[config.mk]
export PLATFORM = sky130hd
export DESIGN_NAME = map_write_arbiter_flat
export DESIGN_NICKNAME = d
export VERILOG_FILES = /design/src/rtl/map_write_arbiter_if.sv /design/src/rtl/map_write_arbiter.sv /design/src/flat_wrapper.sv
export SDC_FILE = /design/constraint.sdc
export NUM_CORES = 1
export LEC_CHECK = 0
export ABC_AREA = 1
export BUFFER_PORTS_ARGS = -buffer_cell sky130_fd_sc_hd__buf_2
export CORE_MARGIN = 2
export CORE_UTILIZATION = 46
export CTS_BUF_LIST = sky130_fd_sc_hd__clkbuf_16
export CTS_CLUSTER_SIZE = 24
export DETAILED_ROUTE_END_ITERATION = 7
export PLACE_DENSITY = 0.71
export SLEW_MARGIN = 20
export SYNTH_ARGS = -nofsm -noshare
export SYNTH_HDL_FRONTEND = slang
export SYNTH_SLANG_ARGS = --single-unit
[constraint.sdc]
create_clock -name clk -period 6 [get_ports clk]
set_input_delay 0.9 -clock clk [delete_from_list [all_inputs] [get_ports clk]]
set_output_delay 0.9 -clock clk [all_outputs]
set_load 0.05 [all_outputs]
[src/rtl/map_write_arbiter_if.sv]
// Producer and BRAM write-port bundle for map_write_arbiter.
// slave = arbiter side, master = producer/BRAM model side.
interface map_write_arbiter_if #(
  parameter int AW = 19,
  parameter int DW = 8
);
  logic          clear_req;
  logic [AW-1:0] s0_addr;
  logic [DW-1:0] s0_data;
  logic          s0_valid;
  logic          s0_ready;
  logic [AW-1:0] s1_addr;
  logic [DW-1:0] s1_data;
  logic          s1_valid;
  logic          s1_ready;
  logic [AW-1:0] vga_waddr;
  logic [DW-1:0] dina;
  logic          wea;
  logic          ena;
  logic          busy;
  logic [7:0]    drop_count;

  modport slave (
    input  clear_req,
    input  s0_addr, s0_data, s0_valid,
    input  s1_addr, s1_data, s1_valid,
    output s0_ready, s1_ready,
    output vga_waddr, dina, wea, ena,
    output busy, drop_count
  );

  modport master (
    output clear_req,
    output s0_addr, s0_data, s0_valid,
    output s1_addr, s1_data, s1_valid,
    input  s0_ready, s1_ready,
    input  vga_waddr, dina, wea, ena,
    input  busy, drop_count
  );
endinterface

[src/rtl/map_write_arbiter.sv]
// Map BRAM write arbiter: sweeps the map to FILL, then round-robins
// two FIFO-buffered producers onto the single BRAM write port.
module map_write_arbiter #(
  parameter int            AW        = 19,
  parameter int            DW        = 8,
  parameter int            MAP_WORDS = 307200,
  parameter logic [DW-1:0] FILL      = 8'hFF,
  parameter int            DEPTH     = 4
) (
  input logic                clk,
  input logic                reset,
  map_write_arbiter_if.slave bus
);
  localparam int PW = $clog2(DEPTH);
  localparam logic [AW:0] LIM = (AW+1)'(MAP_WORDS);
  localparam logic [AW-1:0] LAST = AW'(MAP_WORDS - 1);
  localparam logic [0:0] CLEAR = 1'b0;
  localparam logic [0:0] RUN = 1'b1;

  typedef logic [AW+DW-1:0] ent_t;

  logic [0:0]    state;
  logic [AW-1:0] clear_ptr;
  logic          last_grant;
  logic [AW-1:0] waddr;
  logic [DW-1:0] wdata;
  logic          wen;
  logic [7:0]    drops;
  logic [8:0]    drop_sum;

  ent_t       mem [2][DEPTH];
  logic [PW:0] wp [2];
  logic [PW:0] rp [2];
  ent_t       in_ent [2];
  ent_t       head [2];
  logic [1:0] in_valid;
  logic [1:0] full;
  logic [1:0] empty;
  logic [1:0] ok;
  logic [1:0] acc;
  logic [1:0] push;
  logic [1:0] pop;
  logic [1:0] drop;

  assign in_ent[0] = {bus.s0_addr, bus.s0_data};
  assign in_ent[1] = {bus.s1_addr, bus.s1_data};
  assign in_valid = {bus.s1_valid, bus.s0_valid};

  always_comb begin
    full = '0;
    empty = '0;
    ok = '0;
    acc = '0;
    for (int i = 0; i < 2; i++) begin
      full[i] = (wp[i] ^ rp[i]) == {1'b1, {PW{1'b0}}};
      empty[i] = wp[i] == rp[i];
      ok[i] = {1'b0, in_ent[i][AW+DW-1:DW]} < LIM;
      acc[i] = in_valid[i] && !full[i];
      head[i] = mem[i][rp[i][PW-1:0]];
    end
  end

  // out-of-range beats are consumed but never reach a FIFO
  assign push = acc & ok;
  assign drop = acc & ~ok;

  assign pop[0] = (state == RUN) && !empty[0]
                  && (empty[1] || last_grant);
  assign pop[1] = (state == RUN) && !empty[1]
                  && (empty[0] || !last_grant);

  assign drop_sum = {1'b0, drops} + 9'(drop[0]) + 9'(drop[1]);

  always_ff @(posedge clk) begin
    for (int i = 0; i < 2; i++)
      if (push[i]) mem[i][wp[i][PW-1:0]] <= in_ent[i];
  end

  always_ff @(posedge clk or negedge reset) begin
    if (!reset) begin
      for (int i = 0; i < 2; i++) begin
        wp[i] <= '0;
        rp[i] <= '0;
      end
    end else begin
      for (int i = 0; i < 2; i++) begin
        if (push[i]) wp[i] <= wp[i] + (PW+1)'(1);
        if (pop[i]) rp[i] <= rp[i] + (PW+1)'(1);
      end
    end
  end

  always_ff @(posedge clk or negedge reset) begin
    if (!reset) begin
      state <= CLEAR;
      clear_ptr <= '0;
      last_grant <= 1'b1;
      waddr <= '0;
      wdata <= '0;
      wen <= 1'b0;
      drops <= '0;
    end else begin
      wen <= 1'b0;
      unique case (1'b1)
        state == CLEAR: begin
          wen <= 1'b1;
          waddr <= clear_ptr;
          wdata <= FILL;
          if (clear_ptr == LAST) begin
            state <= RUN;
            clear_ptr <= '0;
          end else begin
            clear_ptr <= clear_ptr + AW'(1);
          end
        end
        pop[0]: begin
          wen <= 1'b1;
          {waddr, wdata} <= head[0];
          last_grant <= 1'b0;
        end
        pop[1]: begin
          wen <= 1'b1;
          {waddr, wdata} <= head[1];
          last_grant <= 1'b1;
        end
        default: ;
      endcase
      // a restart wins over the sweep finishing on the same edge
      if (bus.clear_req) begin
        state <= CLEAR;
        clear_ptr <= '0;
      end
      drops <= drop_sum[8] ? 8'hFF : drop_sum[7:0];
    end
  end

  assign bus.s0_ready = !full[0];
  assign bus.s1_ready = !full[1];
  assign bus.vga_waddr = waddr;
  assign bus.dina = wdata;
  assign bus.wea = wen;
  assign bus.ena = wen;
  assign bus.busy = (state == CLEAR);
  assign bus.drop_count = drops;
endmodule

[src/flat_wrapper.sv]
// flat-port wrapper written by rule: the top's interface ports become plain ports
module map_write_arbiter_flat 
#(
  parameter int            AW        = 19,
  parameter int            DW        = 8,
  parameter int            MAP_WORDS = 307200,
  parameter logic [DW-1:0] FILL      = 8'hFF,
  parameter int            DEPTH     = 4
)
  (clk, reset, bus_clear_req, bus_s0_addr, bus_s0_data, bus_s0_valid, bus_s1_addr, bus_s1_data, bus_s1_valid, bus_s0_ready, bus_s1_ready, bus_vga_waddr, bus_dina, bus_wea, bus_ena, bus_busy, bus_drop_count);
  map_write_arbiter_if #(.AW(AW), .DW(DW)) bus_i ();
  input logic clk;
  input logic reset;
  input wire logic [$bits(bus_i.clear_req)-1:0] bus_clear_req;
  input wire logic [$bits(bus_i.s0_addr)-1:0] bus_s0_addr;
  input wire logic [$bits(bus_i.s0_data)-1:0] bus_s0_data;
  input wire logic [$bits(bus_i.s0_valid)-1:0] bus_s0_valid;
  input wire logic [$bits(bus_i.s1_addr)-1:0] bus_s1_addr;
  input wire logic [$bits(bus_i.s1_data)-1:0] bus_s1_data;
  input wire logic [$bits(bus_i.s1_valid)-1:0] bus_s1_valid;
  output wire logic [$bits(bus_i.s0_ready)-1:0] bus_s0_ready;
  output wire logic [$bits(bus_i.s1_ready)-1:0] bus_s1_ready;
  output wire logic [$bits(bus_i.vga_waddr)-1:0] bus_vga_waddr;
  output wire logic [$bits(bus_i.dina)-1:0] bus_dina;
  output wire logic [$bits(bus_i.wea)-1:0] bus_wea;
  output wire logic [$bits(bus_i.ena)-1:0] bus_ena;
  output wire logic [$bits(bus_i.busy)-1:0] bus_busy;
  output wire logic [$bits(bus_i.drop_count)-1:0] bus_drop_count;
  assign bus_i.clear_req = bus_clear_req;
  assign bus_i.s0_addr = bus_s0_addr;
  assign bus_i.s0_data = bus_s0_data;
  assign bus_i.s0_valid = bus_s0_valid;
  assign bus_i.s1_addr = bus_s1_addr;
  assign bus_i.s1_data = bus_s1_data;
  assign bus_i.s1_valid = bus_s1_valid;
  assign bus_s0_ready = bus_i.s0_ready;
  assign bus_s1_ready = bus_i.s1_ready;
  assign bus_vga_waddr = bus_i.vga_waddr;
  assign bus_dina = bus_i.dina;
  assign bus_wea = bus_i.wea;
  assign bus_ena = bus_i.ena;
  assign bus_busy = bus_i.busy;
  assign bus_drop_count = bus_i.drop_count;
  map_write_arbiter #(.AW(AW), .DW(DW), .MAP_WORDS(MAP_WORDS), .FILL(FILL), .DEPTH(DEPTH)) u_core (.clk(clk), .reset(reset), .bus(bus_i));
endmodule
### Word-level counts from Yosys, hierarchy flattened

Memory sizes are Yosys's and may differ from the RTL's.
Cells that the tools add are included.

* input port bits: 59
* register bits: 69
* word-level logic and storage cells: 86
* memories: 1
* output and inout bits: 40
* RAM bits: 216

Memory list
* u_core.mem: depth 2, width 108, rd ports 2, clocked after Yosys merged registers in 0, write ports 2, line map_write_arbiter.sv:31 `ent_t mem [2][DEPTH];`

* mux-type cells: 25
* $lt $le $gt $ge: 8
* bitwise logic cells: 10
* add/subtract/negate cells: 7
* reductions and logical operators: 18
* equality and inequality tests: 6

Operators with widths (count)
* $mux W108: 2
* $mux W27: 6
* $bmux W27 S2: 2
* $demux W27 S2: 2
* $mux W19: 3
* $pmux W19 S3: 1
* $lt A19 B19 Y1 const B: 2
* $pmux W8 S3: 1
* $add A19 B1 Y19 const B: 1
* $eq A19 B19 Y1 const B: 1
* $add A3 B1 Y3 const B: 4
* $ge A3 B3 Y1 const B: 4
* $not A2 Y3: 4
* $add A8 B1 Y9: 1
* $add A9 B1 Y9: 1
* $logic_and A1 B1 Y1: 8
* $mux W8: 1
* $eq A3 B3 Y1: 2
* $eq A3 B3 Y1 const B: 2
* $lt A3 B1 Y1 const B: 2
* $mux W1: 6
* $xor A3 B3 Y3: 2
* $logic_not A1 Y1: 5
* $and A2 B2 Y2: 2
* other kinds (8): 9

### Logic depth before layout (Yosys ltp)

* depth after elaboration: 8
* gate-level depth with buffers: 15

### Worst setup path before layout

No wires, ideal clock.

* kind: reg2reg
* from: reg u_core.rp[3] (netlist bit)
* to: mem u_core.mem[0][0] (netlist bit) (enable)
* stages on the path, launching flop included: 9
* required time: 5588 ps
* data arrival time: 2587 ps
* setup time: 412 ps
* setup slack: 3001 ps
* path through: dfrtp_1 -> buf_4 -> nand2_2 -> nand2_2 -> nand4_1 -> nand2_1 -> inv_1 -> nand2_2 -> nor2_1

RTL lines
* from (decl): line map_write_arbiter.sv:33 `logic [PW:0] rp [2];`
* from (signal, indexed assignment): line map_write_arbiter.sv:88 `if (pop[i]) rp[i] <= rp[i] + (PW+1)'(1);`
* to (decl): line map_write_arbiter.sv:31

### Worst setup path in the final report

* from: reg u_core.rp[4] (netlist bit)
* to: reg u_core.drops[4] (netlist: u_core.bus.drop_count[4])

* cells in the longest elaborated chain, start to end: 8

Ends and longest elaborated chain
* $xor A3 B3 Y3: line map_write_arbiter.sv:55 `full[i] = (wp[i] ^ rp[i]) == {1'b1, {PW{1'b0}}};`
* $eq A3 B3 Y1: line map_write_arbiter.sv:55
* $logic_not A1 Y1: line map_write_arbiter.sv:58 `acc[i] = in_valid[i] && !full[i];`
* $logic_and A1 B1 Y1: line map_write_arbiter.sv:58
* $and A2 B2 Y2: line map_write_arbiter.sv:65 `assign drop = acc & ~ok;`
* $add A8 B1 Y9: line map_write_arbiter.sv:72 `assign drop_sum = {1'b0, drops} + 9'(drop[0]) + 9'(drop[1]);`
* $add A9 B1 Y9: line map_write_arbiter.sv:72
* $mux W8: line map_write_arbiter.sv:133 `drops <= drop_sum[8] ? 8'hFF : drop_sum[7:0];`
* to (signal assigned): line map_write_arbiter.sv:133
* to (decl): line map_write_arbiter.sv:28 `logic [7:0] drops;`

Every way passes these cells.
A chain may end at the register's enable or synchronous reset.

==> summary.md <==
| Metric | Value |
|---|---|
| Status | finished, final reports clean |
| Top cell by count, worst path | nand2_1 |
| Crit Path Class | flip-flop to flip-flop |
| Avg Vias per Cell | 5.328 |
| Fill count | 2,164 |
| Fin. max-slew vios | 0 |
| Row count | 59 |
| Vias in the first global route | 7,923 |
| Gr usage total | 0.1917 |
| Fmax | 284.1 MHz |
| Pwr Density | 370.6 nW/um2 |
| # clock sinks | 285 |
| Top delay family on crit path | simple AND/OR/NAND/NOR gates |
| Ys Warns | 0 |
| CP Capture Type | flip-flop |
| CTS tree | yes |
| Initial DRC Count | 678 |
| Synth area leader | edfxtp_1 |
| Hold buffer count at CTS | 0 |
| Leakage power | approximately 5.4 nW |
| CORE AREA | 26,060 um2 |
| CP startpoint kind | flip-flop |
| H-tree depth | 1 |
| Die Y | 166.8 um |
| Area of the die | 27,810 um2 |
| Min Tclk post-route | approximately 3500 ps |
| HPWL after DPL | roughly 18,000 um |
| PortBufs | 98 |
| CP peak stage delay | approximately 890 ps |
| Syn Area/Cell | 10.93 um2 |
| Top Ports | 99 |
| Hold Violations, Final | 0 |
| # DRC | 0 |
| Max-Cap Viols | 0 |
| Die X | 166.8 um |
| Worst-path cell chain | inv_2, nand2_1, nand2_1, nand4_1, nand2_1, inv_1, nand3_1, fa_1, inv_1, ha_1, nand2_1, nor4_1, nand2_1, nand3_1 |
| Routed vias | 8,301 |
| Synth top area share | 0.5322 |
| Post-Syn Nets | 1,187 |
| Post-DRT Antenna Nets | 0 |
| Starting Density | 0.4677 |
| CTS root buffer | clkbuf_16 |
| Final setup TNS | 0 ps |
| FF-to-FF Start | u_core.rp[4]$_DFFE_PN0P_ |
| Total length of routed wires | 27,160 um |
| Total CTS buffers | 28 |
| Worst Clk Skew | 13.32 ps |
| Register area share after synthesis | 0.6740 |
| Synth-to-Final Area Change | 13.87% |
| Crit path DAT | roughly 4000 ps |
| Final period utilization | 0.5865 |
| Tightest Pin Transition | approximately 1000 ps |
| Peak supply drop | around 420 uV |
| CP required | about 6500 ps |
| Layout cell share with drive strength beyond 1 | 0.1532 |
| Buffers and inverters on the worst path | 3 |
| Initial antenna violation count | 3 |
| Nets@finish | 1,272 |
| First-pass GRT wire length | ~42,000 um |
| Post-Syn Area | 12,190 um2 |
| Post-synthesis cell count | 1,115 |
| Clk slew on worst S/H paths | roughly 70 ps |
| Worst min path class | flip-flop to flip-flop |
| HP Start | u_core.bus.drop_count[7]$_DFF_PN0_ |
| PostCTS Resize Cnt | 0 |
| Placer congestion estimate | 0.8453 |
| WL/cell | between 15 and 20 um |
| GRT overflow | 0 |
| Crit path from | u_core.rp[4]$_DFFE_PN0P_ |
| Setup Viol. Count Final | 0 |
| RSZ-0062 raised after global routing | no |
| Max_slew headroom | 0.3364 |
| Postcts setup bufs | 0 |
| Ranking of synthesized cells by area | edfxtp_1, dfrtp_1, nor2_1, o21ai_0, nand3_1 |
| CP Max Fanout | 26 |
| Latest clock arrival within the worst-skew pair | 530 ps |
| CTS Buffer Depth | 3 |
| Library cells used by synthesis | 33 |
| Slowest CP cell | dfrtp_1 |
| Pin count of the biggest net entering global routing | 70 |
| Min Hold Slack | 499.4 ps |
| R2R Setup Slk | ~2500 ps |
| Yosys reg bits | 285 |
| TritonRoute pass-1 iters | 5 |
[final timing paths]
check / endpoint / depth (start not counted)
max: u_core.bus.drop_count[4]$_DFF_PN0_ / 14
min: u_core.bus.drop_count[7]$_DFF_PN0_ / 1
max reg2reg: u_core.bus.drop_count[4]$_DFF_PN0_ / 14
min reg2reg: u_core.bus.drop_count[7]$_DFF_PN0_ / 1
max in group asynchronous: u_core.bus.dina[3]$_DFFE_PN0P_ / 2
min in group asynchronous: u_core.bus.vga_waddr[3]$_DFFE_PN0P_ / 2
[Yosys cell counts]
cell and count:
a21oi_1 28, buf_2 24, buf_4 5, buf_6 7, clkbuf_1 21, dfrtp_1 68, dfstp_2 1, edfxtp_1 216
fa_1 1, ha_1 12, inv_1 64, inv_2 4, nand2_1 96, nand2_2 7, nand2_4 3, nand3_1 82
nand3_2 3, nand3_4 2, nand4_1 7, nor2_1 240, nor2_2 1, nor2_4 1, nor3_1 4, nor3_2 2
nor4_1 1, o21ai_0 154, o21ai_1 17, o21bai_1 1, o22ai_1 19, or2_0 8, or2_2 1, xnor2_1 1
xor2_1 14
[where the power goes]
part	internal (mW)	switching (mW)	total, mW
clock	1.09	0.713	1.80
sequential	2.37	0.0962	2.47
combinational	0.217	0.657	0.874
total	3.68	1.47	5.14
[layout by cell type (no fill, tap or decap), types with 28 or more instances in the layout]
| cell | netlist | final |
|---|---|---|
| a21oi_1 | 28 | 28 |
| buf_2 | 24 | 98 |
| clkbuf_16 | 0 | 29 |
| dfrtp_1 | 68 | 68 |
| edfxtp_1 | 216 | 216 |
| inv_1 | 64 | 69 |
| nand2_1 | 96 | 96 |
| nand3_1 | 82 | 82 |
| nor2_1 | 240 | 232 |
| o21ai_0 | 154 | 154 |
[metal layers]
layer  vias to the layer above  track usage  part of all wire
met3                        51      0.03303             0.059
met4                         2      0.06484             0.030
met5                         -            0           0.00041
met1                      3958       0.2636              0.44
met2                       280       0.3115              0.47
li1                       4010            -                 -
[layout make-up]
type	count	area, um2	area share
diodes	2	5.005	0.0003607
clock buffers	29	725.7	0.05229
clock inverters	22	235.2	0.01695
inverters	68	255.2	0.01839
multi-input cells	705	3427	0.2470
flip-flops and latches	285	8214	0.5919
well taps	335	419.2	0.03020
repair buffers	112	595.6	0.04292
[flip-flops by register name, summed over array words and instances, names as in the netlist]
name                   flops
u_core.rp                  6
u_core.bus.ena             1
u_core.wp                  6
u_core.last_grant          1
u_core.bus.vga_waddr      19
u_core.clear_ptr          19
u_core.state               1
u_core.bus.drop_count      8
u_core.bus.dina            8
u_core.mem               216
[per-stage QoR]
stage,std cells,utilization,setup WS (ps),total power [mW],cell area (um2)
after floorplan,1115,-,3001,3.104,12190
after global placement,1505,0.4955,2664,3.356,12910
after detailed placement,1505,0.4955,2551,3.387,12910
after CTS,1556,0.5323,2511,5.178,13870
after global routing,1557,0.5324,1957,5.364,13870
final,1558,0.5325,2481,5.144,13880
[logic make-up (layout without fill, tap and decap cells)]
group / after synthesis / in the layout / share of synthesized area
buffers and inverters: 125 / 231 / 0.04682
adder cells (fa/ha/maj): 13 / 13 / 0.01396
XOR/XNOR: 15 / 15 / 0.01078
AND/OR/NAND/NOR: 458 / 458 / 0.1623
other: 0 / 2 / 0
flip-flops: 285 / 285 / 0.6740
AO/OA/AOI/OAI: 219 / 219 / 0.09209
No activity file was read; power rests on OpenSTA's default activity.
